$ cat config.mk
export PLATFORM = sky130hd
export DESIGN_NAME = executor_merge
export DESIGN_NICKNAME = d
export VERILOG_FILES = /design/src/rtl/tetris_pkg.sv /design/src/rtl/piece_row_align.sv /design/src/rtl/executor_merge.sv
export SDC_FILE = /design/constraint.sdc
export NUM_CORES = 1
export LEC_CHECK = 0
export CAP_MARGIN = 25
export CORE_MARGIN = 2
export CORE_UTILIZATION = 51
export DETAILED_ROUTE_END_ITERATION = 6
export PLACE_DENSITY = 0.86
export REMOVE_ABC_BUFFERS = 1
export SYNTH_ARGS = -nofsm -noshare
export SYNTH_HDL_FRONTEND = slang
export SYNTH_SLANG_ARGS = --single-unit
$ cat constraint.sdc
create_clock -name clk_i -period 5.13 [get_ports clk_i]
set_clock_uncertainty 0.1 [all_clocks]
set_input_delay 0.513 -clock clk_i [delete_from_list [all_inputs] [get_ports clk_i]]
set_output_delay 0.513 -clock clk_i [all_outputs]
set_load 0.02 [all_outputs]
$ cat src/rtl/tetris_pkg.sv
// Shared types and helpers for the Tetris executor path.
package tetris_pkg;

  localparam int piece_rows_gp = 4;
  localparam int piece_cols_gp = 4;

  typedef enum logic [1:0] {
    eIDLE  = 2'd0,
    eTest  = 2'd1,
    eMerge = 2'd2,
    eDone  = 2'd3
  } executor_merge_state_e;

  // Row r of a 4x4 piece bitmap is the nibble at bits [4r+3:4r].
  function automatic logic [piece_cols_gp-1:0] piece_row(
    input logic [piece_rows_gp*piece_cols_gp-1:0] piece,
    input logic [1:0]                             r
  );
    return piece[{r, 2'b00} +: piece_cols_gp];
  endfunction

endpackage

$ cat src/rtl/piece_row_align.sv
// Places one piece row at column x of matrix row y+r and flags out-of-bounds.
module piece_row_align
  import tetris_pkg::*;
#(
  parameter int width_p  = 16,
  parameter int height_p = 32
) (
  input  logic [piece_cols_gp-1:0]    row_i,
  input  logic [$clog2(width_p)-1:0]  x_i,
  input  logic [$clog2(height_p):0]   row_idx_i,
  output logic [width_p-1:0]          aligned_o,
  output logic                        oob_right_o,
  output logic                        oob_bottom_o
);

  localparam int rw_lp = $clog2(height_p) + 1;
  localparam logic [rw_lp-1:0] height_lp = rw_lp'(height_p);

  logic [width_p+piece_cols_gp-1:0] wide_s;

  assign wide_s       = {{width_p{1'b0}}, row_i} << x_i;
  assign aligned_o    = wide_s[width_p-1:0];
  assign oob_right_o  = |wide_s[width_p+piece_cols_gp-1:width_p];
  assign oob_bottom_o = (row_idx_i >= height_lp);

endmodule

$ cat src/rtl/executor_merge.sv
// Tests a 4x4 piece against the matrix one row per cycle and, in merge mode,
// locks it into the matrix by read-modify-write.
module executor_merge
  import tetris_pkg::*;
#(
  parameter int width_p  = 16,
  parameter int height_p = 32,
  parameter int debug_p  = 0
) (
  input  logic                        clk_i,
  input  logic                        reset_i,
  input  logic                        v_i,
  output logic                        ready_o,
  input  logic                        mode_i,
  input  logic [15:0]                 piece_i,
  input  logic [$clog2(width_p)-1:0]  pos_x_i,
  input  logic [$clog2(height_p)-1:0] pos_y_i,
  output logic                        done_o,
  output logic                        collision_o,
  output logic                        merged_o,
  output logic [$clog2(height_p)-1:0] mm_read_addr_o,
  input  logic [width_p-1:0]          mm_read_data_i,
  output logic [$clog2(height_p)-1:0] mm_write_addr_o,
  output logic [width_p-1:0]          mm_write_data_o,
  output logic                        mm_write_v_o
);

  localparam int xw_lp = $clog2(width_p);
  localparam int yw_lp = $clog2(height_p);

  executor_merge_state_e state_r;
  logic                  mode_r;
  logic [15:0]           piece_r;
  logic [xw_lp-1:0]      x_r;
  logic [yw_lp-1:0]      y_r;
  logic [1:0]            row_cnt_r;
  logic                  coll_r;

  logic [piece_cols_gp-1:0] row_s;
  logic [yw_lp:0]           row_idx_s;
  logic [width_p-1:0]       aligned_s;
  logic                     oob_right_s;
  logic                     oob_bottom_s;
  logic                     row_nz_s;
  logic                     row_coll_s;

  assign row_s     = piece_row(piece_r, row_cnt_r);
  assign row_idx_s = {1'b0, y_r} + {{(yw_lp-1){1'b0}}, row_cnt_r};
  assign row_nz_s  = |row_s;

  piece_row_align #(
    .width_p  (width_p),
    .height_p (height_p)
  ) u_align (
    .row_i        (row_s),
    .x_i          (x_r),
    .row_idx_i    (row_idx_s),
    .aligned_o    (aligned_s),
    .oob_right_o  (oob_right_s),
    .oob_bottom_o (oob_bottom_s)
  );

  assign row_coll_s = row_nz_s &&
                      (oob_bottom_s || oob_right_s || (|(aligned_s & mm_read_data_i)));

  assign ready_o         = (state_r == eIDLE);
  assign mm_read_addr_o  = row_idx_s[yw_lp-1:0];
  assign mm_write_addr_o = row_idx_s[yw_lp-1:0];
  assign mm_write_data_o = mm_read_data_i | aligned_s;
  // Gated by reset_i so an abort cannot commit the row being written that cycle.
  assign mm_write_v_o    = (state_r == eMerge) && row_nz_s && !oob_bottom_s &&
                           !oob_right_s && !reset_i;

  // Control FSM: accept, per-row test, per-row merge, completion pulse.
  always_ff @(posedge clk_i) begin
    if (reset_i) begin
      state_r     <= eIDLE;
      mode_r      <= 1'b0;
      piece_r     <= 16'h0000;
      x_r         <= '0;
      y_r         <= '0;
      row_cnt_r   <= 2'd0;
      coll_r      <= 1'b0;
      done_o      <= 1'b0;
      collision_o <= 1'b0;
      merged_o    <= 1'b0;
    end else begin
      done_o <= 1'b0;
      case (state_r)
        eIDLE: begin
          if (v_i) begin
            mode_r      <= mode_i;
            piece_r     <= piece_i;
            x_r         <= pos_x_i;
            y_r         <= pos_y_i;
            row_cnt_r   <= 2'd0;
            coll_r      <= 1'b0;
            collision_o <= 1'b0;
            merged_o    <= 1'b0;
            state_r     <= eTest;
          end
        end
        eTest: begin
          row_cnt_r <= row_cnt_r + 2'd1;
          coll_r    <= coll_r | row_coll_s;
          if (row_cnt_r == 2'd3) begin
            if (coll_r || row_coll_s || !mode_r) begin
              collision_o <= coll_r | row_coll_s;
              done_o      <= 1'b1;
              state_r     <= eDone;
            end else begin
              row_cnt_r <= 2'd0;
              state_r   <= eMerge;
            end
          end
        end
        eMerge: begin
          row_cnt_r <= row_cnt_r + 2'd1;
          if (row_cnt_r == 2'd3) begin
            merged_o    <= 1'b1;
            collision_o <= coll_r;
            done_o      <= 1'b1;
            state_r     <= eDone;
          end
        end
        eDone: begin
          state_r <= eIDLE;
        end
        default: begin
          state_r <= eIDLE;
        end
      endcase
    end
  end

  // debug_p selects the per-cycle state trace provided by the bound checker.
  if (debug_p != 0) begin : g_debug
  end

endmodule

Word-level counts from Yosys, hierarchy flattened
Cells that the tools add are included.
{"block": "classes", "n_bitwise": 3, "n_addsub": 2, "n_mux": 21, "shift": 2, "eq_ne": 8, "reduce_logical": 26, "order_cmp": 1}
{"op": "<< shifter 4 x 4 -> 20 bit", "count": 1}
{"op": "AND 16 bit", "count": 1}
{"op": "OR 16 bit", "count": 1}
{"op": "OR reduction 16 bit", "count": 1}
{"op": "indexed part select 16 x 5 -> 4 bit", "count": 1}
{"op": "2-to-1 mux 2 bit", "count": 6}
{"op": "2-to-1 mux 1 bit", "count": 9}
{"op": "one-hot mux 2 bit (4 select lines)", "count": 1}
{"op": "OR reduction 4 bit", "count": 2}
{"op": "adder 5 x 2 -> 6 bit", "count": 1}
{"op": "equality test 2 bit (second input constant)", "count": 3}
{"op": ">= comparator 6 bit (second input constant)", "count": 1}
{"op": "inequality test 2 bit (second input constant)", "count": 3}
{"op": "one-hot mux 1 bit (2 select lines)", "count": 3}
{"op": "one-hot mux 2 bit (3 select lines)", "count": 1}
{"op": "AND reduction 2 bit", "count": 3}
{"op": "AND reduction 3 bit", "count": 2}
{"op": "logical AND 1 bit", "count": 5}
{"op": "AND reduction 5 bit", "count": 1}
{"op": "zero test 1 bit", "count": 4}
{"op": "logical OR 1 bit", "count": 4}
{"op": "nonzero test 2 bit", "count": 2}
{"op": "one-hot mux 1 bit (3 select lines)", "count": 1}
{"op": "nonzero test 3 bit", "count": 1}
{"op": "other kinds (5)", "count": 5}
{"block": "totals", "in_bits": 45, "reg_bits": 34}

Depth between registers and ports, before layout
{"block": "logic_depth", "ltp_word": 11, "ltp_mapped": 9, "ltp_nobuf": 8}

Cells and area by module
A second synthesis with hierarchy kept.
{"block": "hier_totals", "cells_unflattened": 280, "hier_area_um2": 2202.1}
{"module": "executor_merge", "seq_area_each_um2": 680.7, "area_each_um2": 1853.0, "cells_per_inst": 227, "n_inst": 1}
{"module": "piece_row_align", "seq_area_each_um2": 0.0, "area_each_um2": 349.1, "cells_per_inst": 53, "n_inst": 1}

Least setup slack after synthesis
Ideal clock, no wire load.
{"block": "synth_path", "kind": "register to output", "startpoint": "register row_cnt_r[1]", "endpoint": "output port mm_write_v_o", "n_path_buf": 2, "arrival_ps": 2233, "path_slack_ps": 2284, "path_stages_with_launch": 8, "cell_sequence": "dfxtp_1 -> buf_6 -> buf_4 -> mux4_2 -> o21ai_0 -> o31a_1 -> o21ai_0 -> nor4b_1"}
{"block": "synth_via", "elab_chain_len": 6, "word_cells_on_any_way": 12, "cone_classes": "add/sub: 1; order compare: 1; shift: 2; reduce/logical: 8"}
{"element": "start: declaration", "line_no": "executor_merge.sv:36", "rtl": "logic [1:0] row_cnt_r;"}
{"element": "start signal: assignment", "line_no": "executor_merge.sv:104", "rtl": "row_cnt_r <= row_cnt_r + 2'd1;"}
{"element": "start signal: assignment", "line_no": "executor_merge.sv:118", "rtl": "row_cnt_r <= row_cnt_r + 2'd1;"}
{"element": "adder 5 x 2 -> 6 bit / indexed part select 16 x 5 -> 4 bit (equally long branches)", "line_no": "executor_merge.sv:48, tetris_pkg.sv:19"}
{"element": ">= comparator 6 bit, or another cell as far along", "line_no": "piece_row_align.sv:24", "rtl": "assign oob_bottom_o = (row_idx_i >= height_lp);"}
{"element": "zero test 1 bit, or another cell as far along", "line_no": "executor_merge.sv:71", "rtl": "assign mm_write_v_o = (state_r == eMerge) && row_nz_s && !oob_bottom_s &&"}
{"element": "logical AND 1 bit / zero test 1 bit (equally long branches)", "line_no": "executor_merge.sv:71, executor_merge.sv:72"}
{"element": "logical AND 1 bit (*)", "line_no": "executor_merge.sv:71"}
{"element": "logical AND 1 bit (*)", "line_no": "executor_merge.sv:72", "rtl": "!oob_right_s && !reset_i;"}
{"element": "end: declaration", "line_no": "executor_merge.sv:25", "rtl": "output logic mm_write_v_o"}
Mark *: on every way between the ends. The rest lies on a longest branch, timed or not.

Worst setup path in the final report
{"block": "layout_path", "startpoint": "register row_cnt_r[0]", "endpoint": "output port mm_write_v_o"}
The elaborated chain is that of the path after synthesis.

==> impl_metrics.ini <==
[status]
outcome = complete, no violations

[worst_setup_path]
cp-startpoint = row_cnt_r[0]$_SDFFE_PP0P_
arrival_ps = 3160
reg2reg_depth = 7
critPathLaunchType = flip-flop
cp-end-kind = primary output
r2r_end = coll_r$_SDFFE_PP0P_
crit_chain = mux4_2 > o21ai_0 > o31a_1 > o21ai_0 > nor4b_1 > clkdlybuf4s50_1
crit_required_ps = 4520
rrSetupSlack_ps = 2090
cp_slowest_cell = dfxtp_1
critical_path.max_fanout = 18
cpMostUsedCell = o21ai_0
critPathTopFamily = flip-flops
reg2reg_from = x_r[0]$_SDFFE_PP0P_
criticalPathCategory = reg2out
crit_buf_inv = 1
max_stage_delay_ps = 790

[power]
switchingPower_mw = 0.5129
peakVddDrop_mv = 0.2425
power_mw = 1.238
p_int_mw = 0.7256
sw_frac_of_total = 0.4141
p_seq_frac = 0.317
clkPwrFrac = 0.204
comb_power_share = 0.479
leakage_nw = 1.233
power_density_nw_per_um2 = 367.4

[clock_tree]
post_cts_buffers = 0
cts_root_buf = clkbuf_8
cts_resized = 0
clkLatencyLatePin_ps = 290
cts_buffer_depth = 2
path_clk_slew_ps = 70
cts_sinks = 34
tritoncts = done
cts_buffers = 5
ctsHoldBuffers = 0
htree_levels = 2

[logic_synthesis]
netlist-cell-type-count = 57
synth-async-reset-ratio = 0
synth_area_leaders = dfxtp_1 (27%), nand2_1 (9.9%), mux4_2 (9.0%)
syn_inst = 307
ys.flop_type = dfxtp_1
syn_area_per_cell_um2 = 8.192
yosysMostFrequentCell = nand2_1
synth-edff-count = 0
syn-cell-area_um2 = 2515
synth-seq-cells = 34
synth_top_area_frac = 0.2706
yosysTopAreaCell = dfxtp_1
ys_warn_count = 0
ys_seq_area_frac = 0.2706
synthTopCellsByCount = nand2_1 (66), dfxtp_1 (34), a21oi_1 (32)

[sta]
period_minus_slack_ps = 3770
slew_violations = 0
final_hold_viol_count = 0
setup_viol = 0
fin_setup_tns_ps = 0
holdWs_ps = 377.6
rsz0062_at_grt = no
clock.fmax_mhz = 265.3
setup_slack_ps = 1360
finalCritPeriodShare = 0.7348
tightest_slew_ps = 965.6
slew_headroom = 0.3563

[grt]
grt_max_degree = 37
grtUsageTotal = 0.2446
grt_pass1_wl_mm = 10.56
grt.overflow.total = 0
antenna_found_initial = 0
grt_pass1_vias = 2311

[final_layout]
fin_util = 0.7089
fin_area_um2 = 3371
layout-drive-gt1-share = 0.09809
area_delta_synth_final_pct = 34.03
final_nets = 419
multiInputGateArea_um2 = 1669
nFillCells = 400
regArea_um2 = 680.7
num_antenna_cells = 0
stdcell_count = 434

[placed_design]
postPlaceCellArea_um2 = 3229
place_hpwl_mm = 4.669
place_congestion = 0.9346
dpl_worst_slack_ps = 1449
portBuffers = 75
place_inst = 425

[floorplanning]
die_area_um2 = 5509
die_x_um = 74.22
coreArea_um2 = 4755
boundaryPins = 76
num_rows = 25
chipHeight_um = 74.22
initial_core_util = 0.5289

[route]
first_pass_iters = 4
via_per_inst = 5.744
drc = 0
drt_wl_total_mm = 6.439
postRouteAntennaNets = 0
wire_per_inst_um = 14.84
drt_iter0_markers = 183
vias = 2493

[worst_hold_path]
hold_path.class = reg2reg
hold_end = mode_r$_SDFFE_PP0P_
worstHoldPathCells = 2
worstHoldStart = mode_r$_SDFFE_PP0P_

[run]
drv_cap = 0
[layout make-up]
cell class | instances | share of cell area
tap | 67 | 0.02487
multi-input combinational | 238 | 0.4952
clock inverter | 3 | 0.01336
clock buffer | 5 | 0.02042
sequential | 34 | 0.2019
timing repair buffer | 77 | 0.2331
inverter | 10 | 0.01114
[metal layers]
| layer | GRT usage | vias up | wire length, µm |
|---|---|---|---|
| met5 | 0 | - | 0 |
| met4 | 0.09127 | 0 | 121 |
| met3 | 0.06640 | 14 | 558 |
| met2 | 0.3780 | 116 | 2897 |
| met1 | 0.3297 | 1135 | 2862 |
| li1 | - | 1228 | - |
[how the worst max path moves through the flow]
stage	end	slack (ps)	depth (start not counted)
floorplan	mm_write_v_o	2070	5
global placement	mm_write_data_o[11]	1580	5
detailed placement	mm_write_data_o[11]	1450	5
CTS	mm_write_data_o[11]	1130	5
global route	mm_write_v_o	1230	6
finish	mm_write_v_o	1360	6
[power groups by stage]
stage,Clock [mW],Combinational [mW],Sequential (mW)
floorplan,0,0.399,0.373
global placement,0,0.577,0.395
detailed placement,0,0.587,0.399
CTS,0.256,0.591,0.393
global route,0.265,0.652,0.405
finish,0.253,0.593,0.393
[placed cells by master, fill, tap and decap left out, drive strengths merged, types with 3 or more instances in the layout]
cell	netlist	routed
clkbuf	15	5
o21ai	7	7
inv	10	10
mux2i	13	13
mux4	10	10
nand3	4	4
nand2b	5	5
nand4	3	3
and3	3	3
a21oi	32	32
a21o	9	9
nor2	10	10
ha	7	7
nand2	66	66
nor2b	6	6
nor3	4	4
a22oi	3	3
or2	3	3
o221ai	4	4
o22ai	4	4
clkdlybuf4s50	0	75
dfxtp	34	34
o21bai	3	3
mux2	5	5
[cells by family after synthesis]
kind of cell,share of synthesized area
xor gates and xnor gates,0.01045
AOI/OAI and AO/OA,0.2229
muxes,0.1652
adders and majority gates,0.04278
buffers and inverters,0.06567
DFF,0.2706
and+or+nand+nor,0.2224
[worst register-to-register path, delay by kind of cell, from the launching register on]
kind             cells  cell delay [ps]
AO/OA/AOI/OAI        4              740
multiplexers         2              880
AND/OR/NAND/NOR      1              280
flip-flops           1              870
[sequential cells by signal, indices dropped and copies added, names as in the netlist]
name / cells
coll_r: 1
collision_o: 1
done_o: 1
merged_o: 1
mode_r: 1
piece_r: 16
row_cnt_r: 2
state_r: 2
x_r: 4
y_r: 5
No activity file was read; power rests on OpenSTA's default activity.
